## config.mk

```make
export PLATFORM = sky130hd
export DESIGN_NAME = bnn_serial_frontend
export DESIGN_NICKNAME = d
export VERILOG_FILES = /design/src/rtl/bnn_serial_frontend.sv
export SDC_FILE = /design/constraint.sdc
export NUM_CORES = 1
export LEC_CHECK = 0
export ABC_AREA = 1
export CAP_MARGIN = 10
export CORE_UTILIZATION = 39
export CTS_CLUSTER_SIZE = 40
export DETAILED_ROUTE_END_ITERATION = 6
export PLACE_DENSITY = 0.67
export SLEW_MARGIN = 10
export SYNTH_ARGS = -nofsm -noshare
export SYNTH_HDL_FRONTEND = slang
export SYNTH_SLANG_ARGS = --single-unit
```

## constraint.sdc

```tcl
create_clock -name clk -period 3.8 [get_ports clk]
set_input_delay 0.76 -clock clk [delete_from_list [all_inputs] [get_ports clk]]
set_output_delay 0.76 -clock clk [all_outputs]
set_load 0.1 [all_outputs]
```

## src/rtl/bnn_serial_frontend.sv

```systemverilog
// Serial front end for a combinational BNN classifier. It loads features one per beat,
// holds the packed word while the classifier settles, then returns the captured prediction.
module bnn_serial_frontend #(
  parameter int FEAT_CNT      = 12,
  parameter int FEAT_BITS     = 4,
  parameter int CLASS_CNT     = 6,
  parameter int SETTLE_CYCLES = 2,
  parameter int CNT_W         = 16,
  localparam int PRED_W       = $clog2(CLASS_CNT),
  localparam int W            = FEAT_CNT * FEAT_BITS
) (
  input  logic              clk,
  input  logic              rst,
  input  logic              in_valid,
  output logic              in_ready,
  input  logic [FEAT_BITS-1:0] in_feat,
  output logic [W-1:0]      features,
  input  logic [PRED_W-1:0] prediction,
  output logic              out_valid,
  input  logic              out_ready,
  output logic [PRED_W-1:0] out_pred,
  output logic              class_err,
  output logic [CNT_W-1:0]  sample_cnt
);

  localparam int FI_W = (FEAT_CNT > 1) ? $clog2(FEAT_CNT) : 1;
  localparam int SC_W = (SETTLE_CYCLES > 1) ? $clog2(SETTLE_CYCLES) : 1;

  typedef enum logic [1:0] {LOAD, SETTLE, HOLD} state_t;

  state_t          state;
  logic [FI_W-1:0] feat_idx;
  logic [SC_W-1:0] settle_cnt;

  // Ready is a direct decode of the state register, so it never depends on in_valid.
  assign in_ready = (state == LOAD);

  always_ff @(posedge clk or posedge rst) begin
    if (rst) begin
      state      <= LOAD;
      features   <= '0;
      feat_idx   <= '0;
      settle_cnt <= '0;
      out_valid  <= 1'b0;
      out_pred   <= '0;
      class_err  <= 1'b0;
      sample_cnt <= '0;
    end else begin
      case (state)
        LOAD: begin
          if (in_valid) begin
            features <= {features[W-FEAT_BITS-1:0], in_feat};
            if (feat_idx == FI_W'(FEAT_CNT - 1)) begin
              feat_idx   <= '0;
              settle_cnt <= '0;
              state      <= SETTLE;
            end else begin
              feat_idx <= feat_idx + 1'b1;
            end
          end
        end
        SETTLE: begin
          settle_cnt <= settle_cnt + 1'b1;
          if (settle_cnt == SC_W'(SETTLE_CYCLES - 1)) begin
            out_pred  <= prediction;
            out_valid <= 1'b1;
            class_err <= class_err | (int'(prediction) >= CLASS_CNT);
            state     <= HOLD;
          end
        end
        HOLD: begin
          if (out_ready) begin
            out_valid  <= 1'b0;
            sample_cnt <= sample_cnt + 1'b1;
            state      <= LOAD;
          end
        end
        default: state <= LOAD;
      endcase
    end
  end

endmodule
```

==> out/results.ini <==
[outcome]
outcome = complete, no violations

[finish]
diodes = 0
instances_no_fill = 527
drive_gt1_share_pct = 8.00
nFillCells = 725
area_delta_synth_final_pct = 33.7
nets = 434

[critical_path]
critPathRequiredTime_ns = 3.04
cp_max_fo = 4
cp_data_arrival_time_ns = 2.10
cp_slowest_cell = clkdlybuf4s50_1
cp_cell_sequence = nor2_2 > clkdlybuf4s50_1
slowest_delay_ns = 1.16
worst_setup_path_end_kind = output pin
critPathKind = register to output pin
critPathLaunchType = register

[floorplan]
core_area_sq_um = 7810
start_util_pct = 40.6
io_pins = 81
chipWidth_um = 92.2
die_area_sq_um = 8490
rows = 32
die_y_um = 92.2

[yosys]
synth.area.mux_share_pct = 0
yosysTopAreaCell = dfrtp_1
dominantRegCellSynth = dfrtp_1
yosys_warnings = 0
synth_fa_ha_area_share_pct = 0.789
async_reset_ff_share_pct = 100
synthSimpleGateAreaFrac_pct = 19.3
postSynthCellCount = 338
synth_compound_area_share_pct = 9.63
synth_enable_flop_cells = 0
synthTopCellsByCount = nand2_1 (100), dfrtp_1 (76), o21ai_0 (47)
synth_top_family_by_area = simple AND/OR/NAND/NOR gates
synth_fp_nets = 351
synth.area.top_cells = dfrtp_1 (60%), nand2_1 (12%), o21ai_0 (7.4%)
yosys.area.top_type_share_pct = 60.0
yosysMostFrequentCell = nand2_1
ys_seq_area_share_pct = 60.0
ys_types = 27
ys_seq_elements = 76
synth-xor-area-share_pct = 2.49
avgSynthCellArea_sq_um = 9.38
syn_area_sq_um = 3170

[global_route]
grt_pass1_vias = 2211
grt_start_max_net_pins = 56
antenna_found_initial = 0
grt_pass1_wl_um = 10800
grt_usage_pct = 16.4
grt-ovfl-total = 0

[sta]
fmax_mhz = 350
relSlewSlack_pct = 32.9
setup_ws_ns = 0.945
finalHoldViolations = 0
hold_ws_ns = 0.478
period_minus_slack_ns = 2.86
setup_viol = 0
worst_pin_slew_ns = 1.00
slew_violations = 0
fin_skew_ns = 0.0104
final.setup.tns_ns = 0
fin_crit_sh_pct = 75.1
rsz0062_at_grt = no

[detailed_routing]
viasPerCell = 4.55
ant_nets = 0
vias = 2399
wl_per_cell_um = 12.4
dr.pass1.iters = 4
drt_first_iter_violations = 117
drc_errors = 0
wl_um = 6550

[placement]
dp_slack_ns = 1.29
dpl.cell_count = 512
numPortBuffers = 80
hpwl_um = 4610
place_congestion = 0.730

[job]
maxCapViolations = 0

[cts]
cts_made_buffers = 9
cts.hold.buffers_added = 0
post_cts_buffers = 0
cts_tree = built
htree_levels = 3
cts.sinks = 76
clk_latency_ns = 0.34
path_clk_slew_ns = 0.07
cts_buffer_depth = 2
cts-root-buf = clkbuf_8
ctsResizeCount = 0

[hold_path]
hold_class = register to register

==> through the flow <==
stage	util, %	area [sq um]
2_1_floorplan	-	3170
3_3_place_gp	51.8	4050
3_5_place_dp	51.8	4050
4_1_cts	54.3	4240
5_1_grt	54.3	4240
6_report	54.3	4240
==> state kept, by name, summed over array words and instances, names as in the netlist <==
signal      cells
state           2
features       48
settle_cnt      1
class_err       1
out_valid       1
out_pred        3
feat_idx        4
sample_cnt     16
==> logic make-up after synthesis <==
| logic type | count (synthesis) |
|---|---|
| AOI/OAI and AO/OA | 56 |
| xor gates and xnor gates | 9 |
| buffers and inverters | 57 |
| adders and majority gates | 2 |
| and+or+nand+nor | 138 |
| DFF | 76 |
==> worst max-delay path: cells and delay by family (launching register included) <==
family                 cells  cell delay [ns]
buffers and inverters      1             1.16
DFF                        1             0.44
and+or+nand+nor            1             0.17
==> final cells by class <==
type | instances | area (sq um) | share of cell area (%)
multi-input combinational | 205 | 1020 | 24.1
inverter | 47 | 180 | 4.25
clock buffer | 10 | 138 | 3.25
timing repair buffer | 82 | 816 | 19.3
clock inverter | 5 | 52.6 | 1.24
sequential | 76 | 1900 | 44.9
tap | 102 | 128 | 3.01
==> path summary, 6_finish.rpt <==
| kind | startpoint | end | slack (ns) | cells after the start |
|---|---|---|---|---|
| setup / recovery | state[1] | in_ready | 0.94 | 2 |
| hold / removal | out_pred[2] | out_pred[2] | 0.48 | 2 |
| setup reg to reg | state[1] | feat_idx[3] | 1.95 | 6 |
| hold reg to reg | out_pred[2] | out_pred[2] | 0.48 | 2 |
| max in group asynchronous | rst | feat_idx[2] | 2.26 | 3 |
| min in group asynchronous | rst | sample_cnt[8] | 0.82 | 2 |
==> per-layer routing <==
| layer | global-route usage, % | share of wire [%] | vias up | wire [um] |
|---|---|---|---|---|
| li1 | - | - | 1219 | - |
| met1 | 22.9 | 48 | 1130 | 3160 |
| met2 | 24.8 | 47 | 40 | 3050 |
| met3 | 2.82 | 3.3 | 10 | 214 |
| met4 | 7.42 | 1.8 | 0 | 116 |
| met5 | 0 | 0 | - | 0 |
==> cells in the final DEF (no fill, tap or decap), types with 4 or more instances in the layout <==
cell type and instances:
nand2_1 100, clkdlybuf4s50_1 80, dfrtp_1 76, o21ai_0 47, inv_1 45, nand3_1 13
nor2_1 12, clkbuf_8 10, xnor2_1 6, o21ai_2 6, clkinv_2 4
Power is left out: the tool's default activity adds up to more than one toggle a clock period on the data nets, which glitch-free logic cannot reach.
